File: src/rtl/mod_74x165_tx.sv
// Parallel-in/serial-out frame transmitter modelled on the 74x165 PISO register,
// with a START/BUSY/DONE frame controller that shifts one word out MSB first.
//
// state    | meaning
// ---------+---------------------------------------------------------------
// ST_IDLE  | waiting for START; shift_reg holds (QH shows its MSB)
// ST_SHIFT | shifting SER into bit 0 once per edge; BUSY=1
// ST_DONE  | single-cycle completion strobe; START here reloads immediately

module mod_74x165_tx #(
    parameter int WIDTH = 8
) (
    input  logic             CLK,
    input  logic             CLR_N,
    input  logic             START,
    input  logic [WIDTH-1:0] D,
    input  logic             SER,
    input  logic             CLK_INH,
    output logic             QH,
    output logic             QH_N,
    output logic             BUSY,
    output logic             DONE
);

    localparam int CW = $clog2(WIDTH);
    localparam logic [CW-1:0] LAST = CW'(WIDTH - 1);

    typedef enum logic [1:0] {
        ST_IDLE  = 2'd0,
        ST_SHIFT = 2'd1,
        ST_DONE  = 2'd2
    } state_t;

    state_t           state;
    logic [WIDTH-1:0] shift_reg;
    logic [CW-1:0]    count;
    logic             busy_r;
    logic             done_r;

    // Reset takes priority over clock inhibit; inhibit freezes every register.
    always_ff @(posedge CLK) begin
        if (!CLR_N) begin
            state     <= ST_IDLE;
            shift_reg <= '0;
            count     <= '0;
            busy_r    <= 1'b0;
            done_r    <= 1'b0;
        end else if (!CLK_INH) begin
            case (state)
                ST_IDLE: begin
                    done_r <= 1'b0;
                    if (START) begin
                        shift_reg <= D;
                        count     <= '0;
                        busy_r    <= 1'b1;
                        state     <= ST_SHIFT;
                    end else begin
                        busy_r <= 1'b0;
                    end
                end

                ST_SHIFT: begin
                    shift_reg <= {shift_reg[WIDTH-2:0], SER};
                    if (count == LAST) begin
                        busy_r <= 1'b0;
                        done_r <= 1'b1;
                        state  <= ST_DONE;
                    end else begin
                        count  <= count + CW'(1);
                        busy_r <= 1'b1;
                        done_r <= 1'b0;
                    end
                end

                ST_DONE: begin
                    done_r <= 1'b0;
                    if (START) begin
                        shift_reg <= D;
                        count     <= '0;
                        busy_r    <= 1'b1;
                        state     <= ST_SHIFT;
                    end else begin
                        busy_r <= 1'b0;
                        state  <= ST_IDLE;
                    end
                end

                default: begin
                    busy_r <= 1'b0;
                    done_r <= 1'b0;
                    count  <= '0;
                    state  <= ST_IDLE;
                end
            endcase
        end
    end

    // QH and QH_N decode the same flop, so they are complementary in every cycle.
    assign QH   = shift_reg[WIDTH-1];
    assign QH_N = ~shift_reg[WIDTH-1];
    assign BUSY = busy_r;
    assign DONE = done_r;

endmodule
File: config.mk
export PLATFORM = sky130hd
export DESIGN_NAME = mod_74x165_tx
export DESIGN_NICKNAME = d
export VERILOG_FILES = /design/src/rtl/mod_74x165_tx.sv
export SDC_FILE = /design/constraint.sdc
export NUM_CORES = 1
export LEC_CHECK = 0
export BUFFER_PORTS_ARGS = -buffer_cell sky130_fd_sc_hd__buf_4
export CAP_MARGIN = 20
export CORE_UTILIZATION = 50
export DETAILED_ROUTE_END_ITERATION = 16
export GPL_TIMING_DRIVEN = 0
export HOLD_SLACK_MARGIN = 0.05
export PLACE_DENSITY = 0.75
export SLEW_MARGIN = 10
export SYNTH_ARGS = -nofsm -noshare
export SYNTH_HDL_FRONTEND = slang
export SYNTH_SLANG_ARGS = --single-unit
export TNS_END_PERCENT = 50
File: constraint.sdc
create_clock -name CLK -period 2.1 [get_ports CLK]
set_input_delay 0.105 -clock CLK [delete_from_list [all_inputs] [get_ports CLK]]
set_output_delay 0.105 -clock CLK [all_outputs]
set_load 0.02 [all_outputs]
==> results of run 1 <==
[worst paths after layout]
| check | end | depth (start not counted) | startpoint |
|---|---|---|---|
| worst min register to register | BUSY | 2 | BUSY |
| worst min-delay path | count[1] | 2 | CLR_N |
| worst max register to register | count[1] | 5 | count[0] |
| worst max-delay path | count[1] | 5 | count[0] |
[cell usage in the layout (no fill, tap or decap)]
master / instances
and2_1: 1
o21bai_1: 1
buf_2: 1
inv_1: 4
a32o_1: 2
a21oi_1: 2
or3_4: 1
or2b_1: 1
buf_4: 16
a22o_2: 1
ha_1: 2
nor2b_1: 1
nor2_1: 1
nand2_1: 18
and3b_1: 2
o31ai_1: 1
and2b_2: 1
mux2_2: 8
dfxtp_1: 15
mux2i_1: 8
clkbuf_1: 4
clkbuf_4: 3
a21boi_0: 2
nor3b_1: 1
[worst max-delay path, delay by kind of cell, from the launching register on]
family / cells / cell delay (ns)
flops: 1 / 0.33
fa+ha+maj: 2 / 0.41
compound gates: 1 / 0.26
simple gates: 2 / 0.56
[kinds of logic (layout without fill, tap and decap cells)]
| family | count (synthesis) | after routing | synth area share, % |
|---|---|---|---|
| mux | 16 | 16 | 23.0 |
| flops | 15 | 15 | 40.5 |
| buf+inv | 9 | 28 | 5.24 |
| compound gates | 9 | 9 | 9.46 |
| simple gates | 27 | 27 | 18.4 |
| fa+ha+maj | 2 | 2 | 3.38 |
[layer usage]
metal	track usage, %	share of wire (%)	vias to the layer above	routed length [µm]
met5	0	0	-	0
met4	12.5	1.1	0	14
met3	3.33	2.6	2	33
met2	31.0	45	7	564
met1	22.3	51	258	639
li1	-	-	301	-
[area by class of cell]
| cell class | count | area (µm²) | area share (%) |
|---|---|---|---|
| multi-input cells | 54 | 402 | 44.7 |
| flip-flops and latches | 15 | 300 | 33.4 |
| repair buffers | 15 | 113 | 12.5 |
| clock buffers | 4 | 26.3 | 2.92 |
| plain buffers | 5 | 23.8 | 2.65 |
| well taps | 15 | 18.8 | 2.09 |
| inverters | 4 | 15.0 | 1.67 |
[through the flow]
stage	power, µW	setup slack (ns)	std cells	util, %	cell area, µm²
final	571	0.430	112	67.4	898
after global routing	598	0.365	112	67.4	898
after CTS	580	0.426	112	67.4	898
after detailed placement	415	0.448	108	65.4	872
after global placement	414	0.480	108	65.4	872
after floorplan	381	0.547	78	-	741
[power by group]
part,switching [µW],internal [µW]
logic,44.7,56.3
registers,7.89,299
clock network,89.4,73.6
==> metrics.md, run 1 <==
| Metric | Value |
|---|---|
| DR iter-0 viols | 5 |
| Clk Latency, worst-skew pair | 0.27 ns |
| Count leader, synth | nand2_1 |
| Worst VDD drop | 0.000367 V |
| Worst path cell trace | ha_1 -> ha_1 -> and3b_1 -> or3_4 -> a32o_1 |
| H-tree depth | 1 |
| Synth area leader | dfxtp_1 |
| Die width | 40.5 µm |
| Area contributors post-synth | dfxtp_1 41%, mux2_2 12%, mux2i_1 11%, nand2_1 9.1%, ha_1 3.4% |
| Die H | 40.5 µm |
| Max Freq | 599 MHz |
| Final Hold Fails | 0 |
| Num CTS Buffers | 3 |
| Hold_buf cts | 0 |
| Yosys warns | 0 |
| RSZ-0062 raised after global routing | no |
| Reg-to-reg setup timing slack | 0.43 ns |
| Largest net degree at the start of global routing | 11 |
| Post-layout min period | 1.67 ns |
| # Max-Cap Violations | 0 |
| Startpoint Class | flop |
| Clock root buffer | clkbuf_4 |
| Critical Path RT | 2.27 ns |
| Gpl congestion | 0.650 |
| Seq cells post-synth | 15 |
| Hpwl dp | 909 µm |
| FFs w/ async S/R, synth | 0% |
| N_diodes | 0 |
| Setup Buffers After CTS | 0 |
| Tightest Pin Transition | 0.444 ns |
| Post-synth net total | 93 |
| Nets@finish | 113 |
| Area Growth Syn to Fin | 21.3% |
| Yosys top cell area share | 40.5% |
| Final Cycle Share | 79.5% |
| Drt total wl | 1250 µm |
| CP dominant cell by count | ha_1 |
| All-layer global routing usage | 18.9% |
| Total congestion overflow | 0 |
| Count of input and output buffers | 15 |
| CTS tree | done |
| Die area | 1640 µm² |
| Number of library cell types mapped by synthesis | 23 |
| Power per Cell Area | 635 nW/µm² |
| Vias in the first global route | 515 |
| CTS max path bufs | 2 |
| Number of flip-flops under the largest register name | 8 |
| Initial DRT Pass Iterations | 4 |
| Drt drc | 0 |
| # IOs | 17 |
| Relative slew slack | 70.4% |
| Synth Flop Type | dfxtp_1 |
| Post-route ant nets | 0 |
| Fraction of layout instances using a drive strength above 1 | 32.0% |
| First-pass GRT wire length | 2010 µm |
| CP max stage cell | or3_4 |
| Crit path DAT | 1.84 ns |
| WHS | 0.113 ns |
| Worst Path Max Fanout | 3 |
| Initial antenna violation count | 0 |
| Via count | 568 |
| Avg Synthesized Cell Area | 9.50 µm² |
| Clk_skew | 0.000730 ns |
| CP endpoint kind | flop |
| Top cells by count, synth | 18 x nand2_1, 15 x dfxtp_1, 8 x mux2_2, 8 x mux2i_1, 4 x inv_1 |
| PostCTS Resize Cnt | 0 |
| Num rows | 13 |
| # clock sinks | 15 |
| Min-delay worst type | in2reg |
| Fill count | 122 |
| Reg clk slew, reported paths | 0.09 ns |
| Drt via density | 5.07 |
| Core Region | 1330 µm² |
| Starting Density | 55.5% |
| Kind of critical path | reg2reg |
| Post-DR wirelength/cell | 11.2 µm |
| Mapped Area | 741 µm² |
| Post-synth EDFFs | 0 |
| Register area share after synthesis | 40.5% |
| # setup viols final | 0 |
| Cells after Synth | 78 |
| Slowest stage delay, CP | 0.38 ns |
| Run status | finished, final reports clean |
| Slew Viols, Final | 0 |
| TNS Setup | 0 ns |
| Leak | 0.000423 µW |
(Power assumes the default switching activity.)
==> run 2: changes to the inputs <==
--- a/config.mk
+++ b/config.mk
@@ -7,11 +7,11 @@
 export LEC_CHECK = 0
 export BUFFER_PORTS_ARGS = -buffer_cell sky130_fd_sc_hd__buf_4
 export CAP_MARGIN = 20
-export CORE_UTILIZATION = 50
+export CORE_UTILIZATION = 45
 export DETAILED_ROUTE_END_ITERATION = 16
 export GPL_TIMING_DRIVEN = 0
 export HOLD_SLACK_MARGIN = 0.05
-export PLACE_DENSITY = 0.75
+export PLACE_DENSITY = 0.71
 export SLEW_MARGIN = 10
 export SYNTH_ARGS = -nofsm -noshare
 export SYNTH_HDL_FRONTEND = slang
==> constraint.sdc (replaced) <==
create_clock -name CLK -period 1.4 [get_ports CLK]
set_input_delay 0.07 -clock CLK [delete_from_list [all_inputs] [get_ports CLK]]
set_output_delay 0.07 -clock CLK [all_outputs]
set_load 0.02 [all_outputs]
==> metrics.md, run 2 (synthesis gave the netlist of run 1 again) <==
| Metric | Value |
|---|---|
| Run status | finished with violations |
| Failing checks | negative setup slack |
| Drt drc | 0 (unchanged) |
| Post-route ant nets | 0 (unchanged) |
| Tightest Pin Transition | 0.431 ns (-0.0126 ns) |
| Comb power frac | 17.9% (+0.2 points) |
| Nets@finish | 113 (unchanged) |
| Clock root buffer | clkbuf_4 |
| Fraction of layout instances using a drive strength above 1 | 36.1% (+4.1 points) |
| Int Pwr | 645 µW (+51%) |
| Max Freq | 665 MHz (+11%) |
| Vias in the first global route | 570 (+11%) |
| Min-delay worst type | in2reg |
| CP endpoint kind | flop |
| Worst Setup SP | count[0] |
| Clk Latency, worst-skew pair | 0.28 ns (about the same) |
| Num CTS Buffers | 3 (unchanged) |
| # setup viols final | 3 (+3) |
| Drt total wl | 1280 µm (+2.1%) |
| # clock sinks | 15 (unchanged) |
| Clk_skew | 0.00387 ns (+0.00315 ns) |
| Switching Share | 25.1% (+0.22 points) |
| Total power draw | 862 µW (+51%) |
| Most frequent cells in the layout | 18 x nand2_1, 16 x buf_4, 13 x dfxtp_1 |
| Die area | 1810 µm² (+11%) |
| CTS max path bufs | 2 (unchanged) |
| Slew Viols, Final | 0 (unchanged) |
| Starting Density | 48.6% (-6.9 points) |
| Crit path DAT | 1.68 ns (-0.16 ns) |
| Hpwl dp | 919 µm (+1.1%) |
| Worst Path Max Fanout | 3 (unchanged) |
| # Max-Cap Violations | 0 (unchanged) |
| Die width | 42.6 µm (+5.1%) |
| Gpl congestion | 0.713 (+9.8%) |
| Startpoint Class | flop |
| H-tree depth | 1 (unchanged) |
| N_diodes | 0 (unchanged) |
| Global-route met3 utilization | 5.60% (+2.3 points) |
| Psw | 216 µW (+52%) |
| Count of input and output buffers | 15 (unchanged) |
| Reg clk slew, reported paths | 0.09 ns (about the same) |
| # IOs | 17 (unchanged) |
| Flop pwr share | 53.5% (-0.2 points) |
| Finished Layout Cells | 113 (+0.89%) |
| TNS Setup | -0.289 ns (-0.289 ns) |
| Critical Path RT | 1.58 ns (-0.69 ns) |
| DR iter-0 viols | 10 (+5) |
| RSZ-0062 raised after global routing | yes |
| WHS | 0.0784 ns (-0.0343 ns) |
| Post-DR wirelength/cell | 11.3 µm (+1.2%) |
| Power per Cell Area | 927 nW/µm² (+46%) |
| Commonest non-fill, non-tap cell in the layout | nand2_1 |
| All-layer global routing usage | 16.9% (-2.0 points) |
| Post-layout min period | 1.50 ns (-0.165 ns) |
| Worst VDD drop | 0.000739 V (+100%) |
| Beginning of the worst hold path | CLR_N |
| Number of flip-flops under the largest register name | 8 (unchanged) |
| First-pass GRT wire length | 2380 µm (+18%) |
| Num rows | 14 (+1) |
| Hold_buf cts | 0 (unchanged) |
| Relative slew slack | 71.3% (+0.84 points) |
| Area Growth Syn to Fin | 25.5% |
| Total congestion overflow | 0 (unchanged) |
| Clk network pwr share | 28.6% (about the same) |
| Final Hold Fails | 0 (unchanged) |
| Top Usage Layer GRT | met2 |
| Largest net degree at the start of global routing | 11 (unchanged) |
| Initial DRT Pass Iterations | 4 (unchanged) |
| Leak | 0.000419 µW (-0.91%) |
| Final WS setup | -0.105 ns (-0.535 ns) |
| CTS tree | done |
| Met2 track demand over resource | 27.1% (-3.9 points) |
| Die H | 42.6 µm (+5.1%) |
| Worst r2r src | count[0] |
| Drt via density | 5.14 (+1.4%) |
| Via count | 581 (+2.3%) |
| Initial antenna violation count | 0 (unchanged) |
| Kind of critical path | reg2reg |
| Core Region | 1520 µm² (+14%) |
| Met1 usage | 21.3% (-1.1 points) |
| Fill count | 127 (+4.1%) |
| Post-Place Cells | 109 (+0.93%) |
| Final Cycle Share | 107% (+28 points) |
==> run 2: metrics by stage <==
| stage | setup slack [ns] | utilization [%] | area [µm²] |
|---|---|---|---|
| 6_report | -0.105 | 61.0 | 930 |
| 5_1_grt | -0.145 | 61.0 | 930 |
| 4_1_cts | -0.130 | 60.8 | 927 |
| 3_5_place_dp | -0.106 | 59.1 | 901 |
| 3_3_place_gp | -0.0991 | 59.1 | 901 |
| 2_1_floorplan | -0.0527 | - | 768 |
==> run 2: worst max-delay path, cell delays in order, from the launching register on <==
cell and delay [ns]:
dfxtp_2 0.35, ha_4 0.16, ha_4 0.15, and3b_1 0.17, or3_4 0.35, a22o_2 0.24
==> run 2: routing by layer <==
metal,routed length (µm),vias to the layer above
met5,0,-
met4,0,0
met3,47,0
met2,569,13
met1,661,265
li1,-,303
==> run 2: power groups by stage <==
stage	sequential [µW]	clock [µW]	combinational, µW
finish	461	246	154
global placement	470	0	152
floorplan	474	0	99.9
CTS	461	255	155
global route	465	273	172
detailed placement	471	0	155
==> run 2: path summary, 6_finish.rpt <==
kind | end | depth (start not counted) | slack [ns]
min | count[1] | 2 | 0.08
max | count[0] | 5 | -0.10
max reg2reg | count[0] | 5 | -0.10
min reg2reg | BUSY | 2 | 0.46
==> run 2: timing repair <==
item / CTS / global route
endpoints found under the setup margin: 3 / 5
resized for setup: 0 / 1
buffers inserted: 0 / 0
pin swaps: 0 / 1
==> run 2: final cells by class <==
class	count	area (µm²)	share of cell area (%)
well taps	16	20.0	2.15
flip-flops and latches	15	303	32.6
clock buffers	4	26.3	2.83
plain buffers	5	26.3	2.83
inverters	4	15.0	1.62
multi-input cells	54	427	45.9
repair buffers	15	113	12.1
